<file path="src/rtl/mole_scheduler.sv">
// mole_scheduler: whack-a-mole round sequencer. Paces gaps and mole-up windows
// from the timebase tick, picks positions from an LFSR, and keeps score/misses.
module mole_scheduler #(
  parameter int          NUM_MOLES  = 4,
  parameter int          GAP_TICKS  = 40,
  parameter int          UP_TICKS   = 100,
  parameter int          UP_STEP    = 5,
  parameter int          UP_MIN     = 20,
  parameter int          MAX_MISSES = 5,
  parameter int          SCORE_W    = 8,
  parameter logic [15:0] LFSR_SEED  = 16'hACE1
) (
  input  logic                 clk_in,
  input  logic                 rst_n,
  input  logic                 tick,
  input  logic                 start,
  input  logic [NUM_MOLES-1:0] hit_btn,
  output logic [NUM_MOLES-1:0] mole_leds,
  output logic [SCORE_W-1:0]   score,
  output logic [3:0]           misses,
  output logic                 game_over,
  output logic                 busy
);

  localparam int IDX_W   = $clog2(NUM_MOLES);
  localparam int CNT_MAX = (GAP_TICKS > UP_TICKS) ? GAP_TICKS : UP_TICKS;
  localparam int CNT_W   = $clog2(CNT_MAX + 1);
  localparam int UP_W    = $clog2(UP_TICKS + 1);

  localparam logic [15:0]        LFSR_TAPS  = 16'hB400;
  localparam logic [SCORE_W-1:0] SCORE_MAX  = '1;
  localparam logic [3:0]         MISS_LIMIT = 4'(MAX_MISSES);
  localparam logic [CNT_W-1:0]   GAP_LAST   = CNT_W'(GAP_TICKS - 1);

  typedef enum logic [1:0] {
    S_IDLE,
    S_GAP,
    S_UP,
    S_OVER
  } state_t;

  // Galois form, shifting right; a nonzero state can never map to zero.
  function automatic logic [15:0] lfsr_next(input logic [15:0] s);
    return {1'b0, s[15:1]} ^ (s[0] ? LFSR_TAPS : 16'h0000);
  endfunction

  function automatic logic [IDX_W-1:0] pick_idx(input logic [IDX_W-1:0] raw,
                                                 input logic [IDX_W-1:0] prev);
    return (raw == prev) ? raw + IDX_W'(1) : raw;
  endfunction

  function automatic logic [SCORE_W-1:0] score_inc(input logic [SCORE_W-1:0] s);
    return (s == SCORE_MAX) ? s : s + SCORE_W'(1);
  endfunction

  function automatic logic [UP_W-1:0] shrink_window(input logic [UP_W-1:0] len);
    if (int'(len) >= UP_MIN + UP_STEP) begin
      return len - UP_W'(UP_STEP);
    end
    return UP_W'(UP_MIN);
  endfunction

  state_t                 state_q,     state_d;
  logic [15:0]            lfsr_q,      lfsr_d;
  logic [UP_W-1:0]        up_len_q,    up_len_d;
  logic [CNT_W-1:0]       tick_cnt_q,  tick_cnt_d;
  logic [IDX_W-1:0]       prev_idx_q,  prev_idx_d;
  logic [NUM_MOLES-1:0]   mole_leds_q, mole_leds_d;
  logic [SCORE_W-1:0]     score_q,     score_d;
  logic [3:0]             misses_q,    misses_d;
  logic                   game_over_q, game_over_d;
  logic                   busy_q,      busy_d;

  logic [IDX_W-1:0] idx_new;
  logic [CNT_W-1:0] up_last;
  logic [3:0]       miss_next;
  logic             hit_ok;
  logic             hit_bad;
  logic             up_done;

  always_comb begin
    state_d     = state_q;
    lfsr_d      = lfsr_next(lfsr_q);
    up_len_d    = up_len_q;
    tick_cnt_d  = tick_cnt_q;
    prev_idx_d  = prev_idx_q;
    mole_leds_d = mole_leds_q;
    score_d     = score_q;
    misses_d    = misses_q;

    idx_new   = pick_idx(lfsr_q[IDX_W-1:0], prev_idx_q);
    up_last   = CNT_W'(up_len_q) - CNT_W'(1);
    miss_next = misses_q + 4'd1;
    // mole_leds_q is the lit mask in UP, so it separates right from wrong buttons
    hit_ok    = |(hit_btn & mole_leds_q);
    hit_bad   = |(hit_btn & ~mole_leds_q);
    up_done   = tick && (tick_cnt_q == up_last);

    case (state_q)
      S_IDLE, S_OVER: begin
        if (start) begin
          score_d    = '0;
          misses_d   = '0;
          up_len_d   = UP_W'(UP_TICKS);
          tick_cnt_d = '0;
          state_d    = S_GAP;
        end
      end
      S_GAP: begin
        if (tick) begin
          if (tick_cnt_q == GAP_LAST) begin
            mole_leds_d = NUM_MOLES'(1) << idx_new;
            prev_idx_d  = idx_new;
            tick_cnt_d  = '0;
            state_d     = S_UP;
          end else begin
            tick_cnt_d = tick_cnt_q + CNT_W'(1);
          end
        end
      end
      S_UP: begin
        if (tick) begin
          tick_cnt_d = tick_cnt_q + CNT_W'(1);
        end
        if (hit_ok) begin
          score_d     = score_inc(score_q);
          up_len_d    = shrink_window(up_len_q);
          mole_leds_d = '0;
          tick_cnt_d  = '0;
          state_d     = S_GAP;
        end else if (hit_bad || up_done) begin
          // a wrong press and a timeout together still cost a single miss
          misses_d = miss_next;
          if (miss_next == MISS_LIMIT) begin
            mole_leds_d = '0;
            tick_cnt_d  = '0;
            state_d     = S_OVER;
          end else if (up_done) begin
            mole_leds_d = '0;
            tick_cnt_d  = '0;
            state_d     = S_GAP;
          end
        end
      end
      default: begin
        state_d = S_IDLE;
      end
    endcase

    busy_d      = (state_d == S_GAP) || (state_d == S_UP);
    game_over_d = (state_d == S_OVER);
  end

  always_ff @(posedge clk_in or negedge rst_n) begin
    if (!rst_n) begin
      state_q     <= S_IDLE;
      lfsr_q      <= LFSR_SEED;
      up_len_q    <= UP_W'(UP_TICKS);
      tick_cnt_q  <= '0;
      prev_idx_q  <= '0;
      mole_leds_q <= '0;
      score_q     <= '0;
      misses_q    <= '0;
      game_over_q <= 1'b0;
      busy_q      <= 1'b0;
    end else begin
      state_q     <= state_d;
      lfsr_q      <= lfsr_d;
      up_len_q    <= up_len_d;
      tick_cnt_q  <= tick_cnt_d;
      prev_idx_q  <= prev_idx_d;
      mole_leds_q <= mole_leds_d;
      score_q     <= score_d;
      misses_q    <= misses_d;
      game_over_q <= game_over_d;
      busy_q      <= busy_d;
    end
  end

  assign mole_leds = mole_leds_q;
  assign score     = score_q;
  assign misses    = misses_q;
  assign game_over = game_over_q;
  assign busy      = busy_q;

endmodule

</file>
<file path="config.mk">
export PLATFORM = sky130hd
export DESIGN_NAME = mole_scheduler
export DESIGN_NICKNAME = d
export VERILOG_FILES = /design/src/rtl/mole_scheduler.sv
export SDC_FILE = /design/constraint.sdc
export NUM_CORES = 1
export LEC_CHECK = 0
export CORE_ASPECT_RATIO = 1.75
export CORE_MARGIN = 3
export CORE_UTILIZATION = 45
export DETAILED_ROUTE_END_ITERATION = 8
export PLACE_DENSITY = 0.62
export RECOVER_POWER = 25
export SYNTH_ARGS = -nofsm -noshare
export SYNTH_HDL_FRONTEND = slang
export SYNTH_SLANG_ARGS = --single-unit
</file>
<file path="constraint.sdc">
create_clock -name clk_in -period 3.2 [get_ports clk_in]
set_input_delay 0.64 -clock clk_in [delete_from_list [all_inputs] [get_ports clk_in]]
set_output_delay 0.64 -clock clk_in [all_outputs]
set_load 0.02 [all_outputs]
</file>
==> impl_metrics.py, run 1 <==
metrics = {
    "logic_synthesis": {
        "syn_nets": 308,
        "yosysUniqueCellTypes": 68,
        "syn_area_per_cell_um2": 10.0,
        "seq_area_frac_synth_pct": 45.0,
        "ys_ff_latch": 52,
        "synth_top_cell_area_share_pct": 35.1,
        "async_flop_share_pct": 100,
        "synth-edff-count": 0,
        "synthesis.area_mm2": 0.00292,
        "yosys.area.top_type": "dfrtp_1",
        "ys.flop_type": "dfrtp_1",
        "syn_inst": 291,
        "ys_warn_count": 0,
        "synth_area_leaders": "dfrtp_1 35%, dfstp_2 9.9%, ha_1 3.9%, nand2_1 3.5%, o21ai_0 3.4%",
    },
    "power_and_ir_drop": {
        "p_int_uw": 1300,
        "pwr-share-seq_pct": 38.3,
        "swShare_pct": 40.6,
        "pwr-share-clk_pct": 18.9,
        "switchingPower_uw": 886,
        "powerDensity_mw_per_mm2": 655,
        "ir_drop_uv": 409,
        "leakage_uw": 0.00144,
        "p_comb_share_pct": 42.9,
    },
    "clock_network": {
        "post_cts_resized": 0,
        "tritoncts": "yes",
        "cts_buffers": 5,
        "cts_root_buf": "clkbuf_8",
        "cts_setup_buffers": 0,
        "htree_levels": 2,
        "clkLatencyLatePin_ns": 0.31,
        "clk_pin_slew_ns": 0.09,
        "clkSinkCount": 52,
        "clock_path_buffers": 2,
        "ctsHoldBuffers": 0,
    },
    "sta": {
        "slew_headroom_pct": 27.5,
        "setup_slack_ns": 0.347,
        "rsz0062_at_grt": "no",
        "worst_pin_slew_ns": 1.09,
        "clock.fmax_ghz": 0.350,
        "min_period_ns": 2.85,
        "finalCritPeriodShare_pct": 89.2,
        "clock_skew_ns": 0.00819,
        "maxSlewViolCount": 0,
        "setup_viol": 0,
        "hold_viol": 0,
        "setup-tns-final_ns": 0,
    },
    "min_path": {
        "hp-class": "register to register",
    },
    "placed_design": {
        "routabilityCongestion": 0.863,
        "pre_cts_ws_ns": 0.284,
        "port_buffers": 25,
        "place_hpwl_um": 4650,
    },
    "route": {
        "drc": 0,
        "antenna_left": 0,
        "num_vias": 2291,
        "viasPerCell": 5.77,
        "drt_first_pass_iters": 6,
        "drtIter0Drc": 84,
        "finalWirelength_um": 6290,
        "wl_per_cell_um": 15.9,
    },
    "grt": {
        "grt_pass1_wl_um": 10400,
        "grt_max_degree": 50,
        "overflow": 0,
        "grt.total_usage_pct": 17.9,
        "grt_pass1_vias": 2179,
        "antenna_found_initial": 0,
    },
    "worst_setup_path": {
        "start_kind": "register",
        "critPathArrivalTime_ns": 3.05,
        "critPathKind": "register to register",
        "worstPathRequired_ns": 3.39,
        "slowest_delay_ns": 0.52,
        "cp_max_fo": 8,
        "slowest_stage": "or4_1",
        "worst_setup_path_end_kind": "register",
        "crit_chain": "inv_1 -> ha_1 -> inv_1 -> or4_1 -> a31oi_2 -> o2111ai_4 -> and3_4 -> a221o_2 -> nand2_1 -> ha_1",
    },
    "run_status": {
        "status": "completed",
    },
    "cells_and_area": {
        "fin_nets": 333,
        "layout-drive-gt1-share_pct": 15.1,
        "n_antenna_cell": 0,
        "area_growth_pct": 14.1,
    },
    "die": {
        "rows": 38,
        "initial_core_util_pct": 46.9,
        "die_w_um": 66.9,
        "core_area_mm2": 0.00623,
        "die_h_um": 113,
        "ioPinCount": 26,
        "die_area_mm2": 0.00753,
    },
    "flow_run": {
        "cap_violations": 0,
    },
}
==> final timing paths <==
| kind | from | to | slack, ns | cells past startpoint |
|---|---|---|---|---|
| min in group asynchronous | rst_n | tick_cnt_q[0] | 0.52 | 1 |
| worst min-delay path | lfsr_q[3] | lfsr_q[2] | 0.35 | 0 |
| worst min register to register | lfsr_q[3] | lfsr_q[2] | 0.35 | 0 |
| worst max register to register | up_len_q[0] | busy | 0.35 | 10 |
| max in group asynchronous | rst_n | lfsr_q[10] | 1.92 | 2 |
| worst max-delay path | up_len_q[0] | busy | 0.35 | 10 |
==> logic make-up after synthesis <==
kind of cell	count (synthesis)	synth area share, %
multiplexers	7	3.00
AND/OR/NAND/NOR	95	16.9
flip-flops	52	45.0
adder cells (fa/ha/maj)	9	3.85
AO/OA/AOI/OAI	84	22.0
XOR/XNOR	16	4.80
buffers and inverters	28	4.50
==> cells in the mapped netlist, types with 2 or more instances <==
cell type	count
nand2b_1	6
mux2_4	3
dfstp_2	11
nor2_1	18
a21o_1	4
nand4_1	3
a21oi_1	19
o21bai_1	2
xor2_1	8
o31ai_1	3
inv_1	16
a22o_2	4
or3_1	3
nand2_1	27
and3_1	2
a32oi_1	2
a21boi_0	2
nand4b_1	2
nand3b_1	2
xnor2_1	8
mux2_2	2
dfrtp_1	41
a31oi_1	2
a211oi_1	2
or4_1	2
o21ai_0	20
nor3_1	7
o211ai_1	2
mux2i_1	2
ha_1	9
clkbuf_1	7
nor2b_1	3
nand3_1	11
buf_4	2
==> final cells by class <==
cell class | count | area [um^2]
inverters | 16 | 60.1
repair buffers | 30 | 283
clock buffers | 8 | 100
flip-flops and latches | 52 | 1320
multi-input cells | 211 | 1480
fillers | 594 | 2900
well taps | 80 | 100
==> through the flow <==
step / cells / instance area, um^2 / total power [uW] / hold slack, ns / util [%]
final: 397 / 3330 / 2180 / 0.354 / 53.5
after global placement: 389 / 3230 / 1780 / 0.340 / 51.9
after CTS: 397 / 3330 / 2200 / 0.360 / 53.5
after detailed placement: 389 / 3230 / 1790 / 0.338 / 51.9
after floorplan: 291 / 2920 / 1540 / 0.331 / -
after global routing: 397 / 3330 / 2340 / 0.363 / 53.5
==> sequential cells by signal (all words and copies together) (netlist names) <==
| signal | count |
|---|---|
| prev_idx_q | 2 |
| tick_cnt_q | 7 |
| game_over | 1 |
| state_q | 2 |
| misses | 4 |
| busy | 1 |
| lfsr_q | 16 |
| mole_leds | 4 |
| score | 8 |
| up_len_q | 7 |
==> power groups by stage <==
| stage | logic, uW | registers [uW] | clock network (uW) |
|---|---|---|---|
| 2_1_floorplan | 687 | 849 | 0 |
| 3_5_place_dp | 939 | 847 | 0 |
| 3_3_place_gp | 937 | 846 | 0 |
| 5_1_grt | 1050 | 846 | 445 |
| 4_1_cts | 941 | 834 | 427 |
| 6_report | 936 | 836 | 412 |
==> cell usage in the layout (no fill, tap or decap), types with 5 or more instances in the layout <==
cell / synthesis / layout
a21oi_1: 19 / 19
buf_4: 2 / 5
clkbuf_8: 1 / 7
clkdlybuf4s50_1: 0 / 24
dfrtp_1: 41 / 41
dfstp_2: 11 / 10
ha_1: 9 / 9
inv_1: 16 / 16
nand2_1: 27 / 27
nand2b_1: 6 / 6
nand3_1: 11 / 11
nor2_1: 18 / 18
nor3_1: 7 / 7
o21ai_0: 20 / 20
xnor2_1: 8 / 8
xor2_1: 8 / 8
==> per-layer routing <==
metal	global-route usage [%]	share of wire, %	up-vias
met2	31.3	54	37
met1	21.0	41	1139
met4	7.45	3.0	0
met3	2.90	1.8	16
met5	0	0	-
li1	-	-	1099
==> critical path, delay by kind of cell (launching register included) <==
| kind | cells | cell delay [ns] |
|---|---|---|
| AO/OA/AOI/OAI | 3 | 0.75 |
| flip-flops | 1 | 0.47 |
| AND/OR/NAND/NOR | 3 | 0.83 |
| buffers and inverters | 2 | 0.22 |
| adder cells (fa/ha/maj) | 2 | 0.47 |
No activity file was read; power rests on OpenSTA's default activity.
==> inputs of run 2 (changes only) <==
- SLEW_MARGIN: not set -> 30
==> impl_metrics.py, run 2 (synthesized netlist as in run 1, its figures left out) <==
metrics = {
    "cells_and_area": {
        "fin_nets": 333,
        "layout-drive-gt1-share_pct": 15.1,
        "n_fill_cell": 578,
        "largest_register_ffs": 16,
        "largest-register": "lfsr_q",
        "layout_commonest_cell": "dfrtp_1",
        "layoutNonFillerInstCount": 397,
        "area_growth_pct": 13.9,
        "multi_input_area_mm2": 0.00148,
        "final_cell_mix": "41 x dfrtp_1, 27 x nand2_1, 24 x clkdlybuf4s50_1",
        "regArea_mm2": 0.00132,
        "n_antenna_cell": 0,
    },
    "placed_design": {
        "place_hpwl_um": 4620,
        "port_buffers": 25,
        "place_inst": 389,
        "routabilityCongestion": 0.863,
    },
    "min_path": {
        "hp-class": "register to register",
        "hold_depth": 0,
        "whs_endpoint": "lfsr_q[2]",
        "holdCritStartpoint": "lfsr_q[3]",
    },
    "clock_network": {
        "cts_buffers": 5,
        "post_cts_resized": 0,
        "ctsHoldBuffers": 0,
        "clock_path_buffers": 2,
        "tritoncts": "yes",
        "clkLatencyLatePin_ns": 0.31,
        "clkSinkCount": 52,
        "cts_root_buf": "clkbuf_8",
        "htree_levels": 2,
        "clk_pin_slew_ns": 0.09,
        "cts_setup_buffers": 0,
    },
    "route": {
        "finalWirelength_um": 6300,
        "drtIter0Drc": 79,
        "num_vias": 2249,
        "wl_per_cell_um": 15.9,
        "drt_first_pass_iters": 4,
        "antenna_left": 0,
        "drc": 0,
        "viasPerCell": 5.66,
    },
    "worst_setup_path": {
        "worst_setup_path_end_kind": "register",
        "r2r_slack_ns": 0.34,
        "critPathKind": "register to register",
        "worstRegToRegCells": 10,
        "r2r-end": "busy",
        "critPathArrivalTime_ns": 3.06,
        "start_kind": "register",
        "worstPathRequired_ns": 3.40,
        "rr_startpoint": "up_len_q[0]",
        "cp_max_fo": 8,
    },
    "grt": {
        "grt.total_usage_pct": 18.1,
        "grt_pass1_wl_um": 10500,
        "antenna_found_initial": 0,
        "overflow": 0,
        "grt_pass1_vias": 2185,
        "grt_max_degree": 50,
    },
    "power_and_ir_drop": {
        "swShare_pct": 41.0,
        "powerDensity_mw_per_mm2": 650,
        "ir_drop_uv": 391,
        "leakage_uw": 0.00144,
        "switchingPower_uw": 887,
        "p_int_uw": 1280,
        "pwr-share-seq_pct": 38.5,
        "pwr-share-clk_pct": 18.2,
        "p_comb_share_pct": 43.3,
    },
    "sta": {
        "clock_skew_ns": 0.00849,
        "setup_viol": 0,
        "rsz0062_at_grt": "no",
        "setup-tns-final_ns": 0,
        "clock.fmax_ghz": 0.350,
        "finalCritPeriodShare_pct": 89.3,
        "maxSlewViolCount": 0,
        "worst_pin_slew_ns": 1.21,
        "slew_headroom_pct": 19.4,
        "hold_viol": 0,
        "min_period_ns": 2.86,
        "hold_ws_ns": 0.357,
    },
    "run_status": {
        "status": "completed",
    },
    "die": {
        "initial_core_util_pct": 46.9,
        "rows": 38,
        "ioPinCount": 26,
        "die_area_mm2": 0.00753,
        "die_h_um": 113,
        "die_w_um": 66.9,
        "core_area_mm2": 0.00623,
    },
    "flow_run": {
        "cap_violations": 0,
    },
}
-- run 2: changes by cell type in the layout (fill, tap and decap cells not counted), sizes merged --
cell / previous run / this run
clkinvlp: 0 / 1
buf: 6 / 5
-- run 2: final cells by class --
class,instances,area share (%)
Clock inverter,1,0.226
Multi-Input combinational cell,211,44.3
Tap cell,80,3.01
Timing Repair Buffer,30,8.50
Clock buffer,7,2.59
Inverter,16,1.81
Sequential cell,52,39.5
-- run 2: power groups by stage --
stage / Clock (uW) / Combinational [uW] / Sequential (uW)
3_3_place_gp: 0 / 937 / 846
3_5_place_dp: 0 / 941 / 845
6_report: 393 / 936 / 834
4_1_cts: 416 / 946 / 835
5_1_grt: 432 / 1060 / 848
2_1_floorplan: 0 / 687 / 849
-- run 2: per-stage QoR --
step / util, % / setup slack (ns) / total power, uW / area (um^2)
CTS: 53.5 / 0.339 / 2200 / 3330
finish: 53.4 / 0.343 / 2160 / 3330
detailed placement: 51.9 / 0.280 / 1790 / 3240
global placement: 51.9 / 0.304 / 1780 / 3230
global route: 53.4 / 0.158 / 2340 / 3330
floorplan: - / 0.549 / 1540 / 2920
-- run 2: layer usage --
layer	global-route usage, %	vias to the layer above	wire length, um
met2	33.2	32	3530
met4	6.37	0	136
met3	2.90	10	130
li1	-	1099	-
met5	0	-	0
met1	20.5	1108	2500
-- run 2: worst max path at each step --
stage | cells after the start | end | start
after floorplan | 10 | busy | up_len_q[0]
after global placement | 9 | score[7] | hit_btn[1]
after detailed placement | 9 | score[7] | hit_btn[1]
after CTS | 10 | busy | up_len_q[0]
after global routing | 10 | busy | up_len_q[0]
final | 10 | busy | up_len_q[0]
-- run 2: critical path, cell delays in order, from the launching register on --
cell	delay (ns)
dfrtp_1	0.47
inv_1	0.12
ha_1	0.25
inv_1	0.10
or4_1	0.53
a31oi_2	0.20
o2111ai_4	0.22
and3_4	0.24
a221o_2	0.34
nand2_1	0.07
ha_1	0.22
==> inputs of run 3 (changes only) <==
- CORE_UTILIZATION: 45 -> 57
- PLACE_DENSITY: 0.62 -> 0.76
==> impl_metrics.py, run 3 (synthesized netlist as in run 1, its figures left out) <==
metrics = {
    "run_status": {
        "status": "complete, but fails checks",
        "violations": "capacitance limit, slew limit",
    },
    "grt": {
        "grt_pass1_vias": 2205,
        "overflow": 0,
        "antenna_found_initial": 0,
        "grt_max_degree": 50,
        "grt.total_usage_pct": 21.7,
        "grt_pass1_wl_um": 9940,
    },
    "sta": {
        "hold_viol": 0,
        "min_period_ns": 2.86,
        "clock.fmax_ghz": 0.349,
        "worst_pin_slew_ns": 2.52,
        "rsz0062_at_grt": "no",
        "slew_headroom_pct": -68.1,
        "setup_viol": 0,
        "finalCritPeriodShare_pct": 89.5,
        "maxSlewViolCount": 50,
        "clock_skew_ns": 0.0114,
        "setup-tns-final_ns": 0,
        "hold_ws_ns": 0.354,
    },
    "die": {
        "initial_core_util_pct": 60.5,
        "ioPinCount": 26,
        "die_h_um": 101,
        "rows": 33,
        "core_area_mm2": 0.00483,
        "die_w_um": 60.1,
        "die_area_mm2": 0.00605,
    },
    "route": {
        "wl_per_cell_um": 15.9,
        "viasPerCell": 6.03,
        "drc": 0,
        "drtIter0Drc": 122,
        "drt_first_pass_iters": 4,
        "antenna_left": 0,
        "finalWirelength_um": 5880,
        "num_vias": 2224,
    },
    "worst_setup_path": {
        "worstPathRequired_ns": 3.40,
        "critPathKind": "register to register",
        "cp_max_fo": 8,
        "critPathArrivalTime_ns": 3.06,
        "rr_startpoint": "up_len_q[0]",
        "worst_setup_path_end_kind": "register",
        "start_kind": "register",
        "r2r_slack_ns": 0.34,
        "startpoint": "up_len_q[0]",
    },
    "placed_design": {
        "place_hpwl_um": 4390,
        "routabilityCongestion": 0.853,
        "port_buffers": 25,
    },
    "cells_and_area": {
        "area_growth_pct": 12.7,
        "fin_nets": 333,
        "multi_input_area_mm2": 0.00148,
        "layout_commonest_cell": "dfrtp_1",
        "n_fill_cell": 370,
        "layout-drive-gt1-share_pct": 15.5,
        "largest_register_ffs": 16,
        "regArea_mm2": 0.00132,
        "final_cell_mix": "41 x dfrtp_1, 27 x nand2_1, 24 x clkdlybuf4s50_1",
        "n_antenna_cell": 0,
        "largest-register": "lfsr_q",
    },
    "power_and_ir_drop": {
        "powerDensity_mw_per_mm2": 654,
        "power_uw": 2150,
        "ir_drop_uv": 450,
        "leakage_uw": 0.00144,
    },
    "flow_run": {
        "cap_violations": 1,
    },
    "clock_network": {
        "post_cts_resized": 0,
        "htree_levels": 2,
        "cts_setup_buffers": 0,
        "cts_buffers": 5,
        "clkSinkCount": 52,
        "ctsHoldBuffers": 0,
        "clkLatencyLatePin_ns": 0.31,
        "tritoncts": "yes",
        "clock_path_buffers": 2,
        "cts_root_buf": "clkbuf_8",
        "clk_pin_slew_ns": 0.10,
    },
    "min_path": {
        "holdCritStartpoint": "lfsr_q[2]",
        "hp-class": "register to register",
    },
}
==> run 3: changes by cell type in the layout (fill, tap and decap cells not counted), sizes merged <==
cell      previous run  this run
inv                 16        17
clkinv               0         2
clkinvlp             1         0
clkbuf               8         6
==> run 3: layout make-up <==
class	count	area share, %
Inverter	16	1.82
Multi-Input combinational cell	211	44.8
Tap cell	52	1.98
Sequential cell	52	39.9
Timing Repair Buffer	30	8.55
Clock buffer	5	2.09
Clock inverter	3	0.798
==> run 3: power breakdown <==
group	switching (uW)	total (uW)	internal, uW
clock network	226	385	160
registers	91.6	830	739
logic	578	938	360
==> run 3: critical path, stage by stage, from the launching register on <==
cell       delay, ns
dfrtp_1         0.46
inv_1           0.13
ha_1            0.24
inv_1           0.10
or4_1           0.52
a31oi_2         0.20
o2111ai_4       0.23
and3_4          0.25
a221o_2         0.34
nand2_1         0.06
ha_1            0.22
==> run 3: metal layers <==
metal / GRT usage, % / up-vias / part of all wire, %
met3: 2.95 / 11 / 2.8
met4: 10.1 / 0 / 2.3
met5: 0 / - / 0
li1: - / 1103 / -
met2: 37.8 / 45 / 54
met1: 25.3 / 1065 / 41
==> run 3: final timing paths <==
| check | to | depth (start not counted) |
|---|---|---|
| max | busy | 10 |
| min | lfsr_q[1] | 0 |
| max reg2reg | busy | 10 |
| min reg2reg | lfsr_q[1] | 0 |
| max in group asynchronous | misses[0] | 1 |
| min in group asynchronous | tick_cnt_q[1] | 1 |
==> run 3: metrics by stage <==
| stage | util [%] | setup slack (ns) | instance area, um^2 | std cells |
|---|---|---|---|---|
| after floorplan | - | 0.549 | 2920 | 291 |
| after global placement | 66.2 | 0.362 | 3200 | 361 |
| after detailed placement | 66.3 | 0.323 | 3200 | 361 |
| after CTS | 68.2 | 0.335 | 3300 | 369 |
| after global routing | 68.1 | 0.192 | 3290 | 369 |
| final | 68.1 | 0.337 | 3290 | 369 |
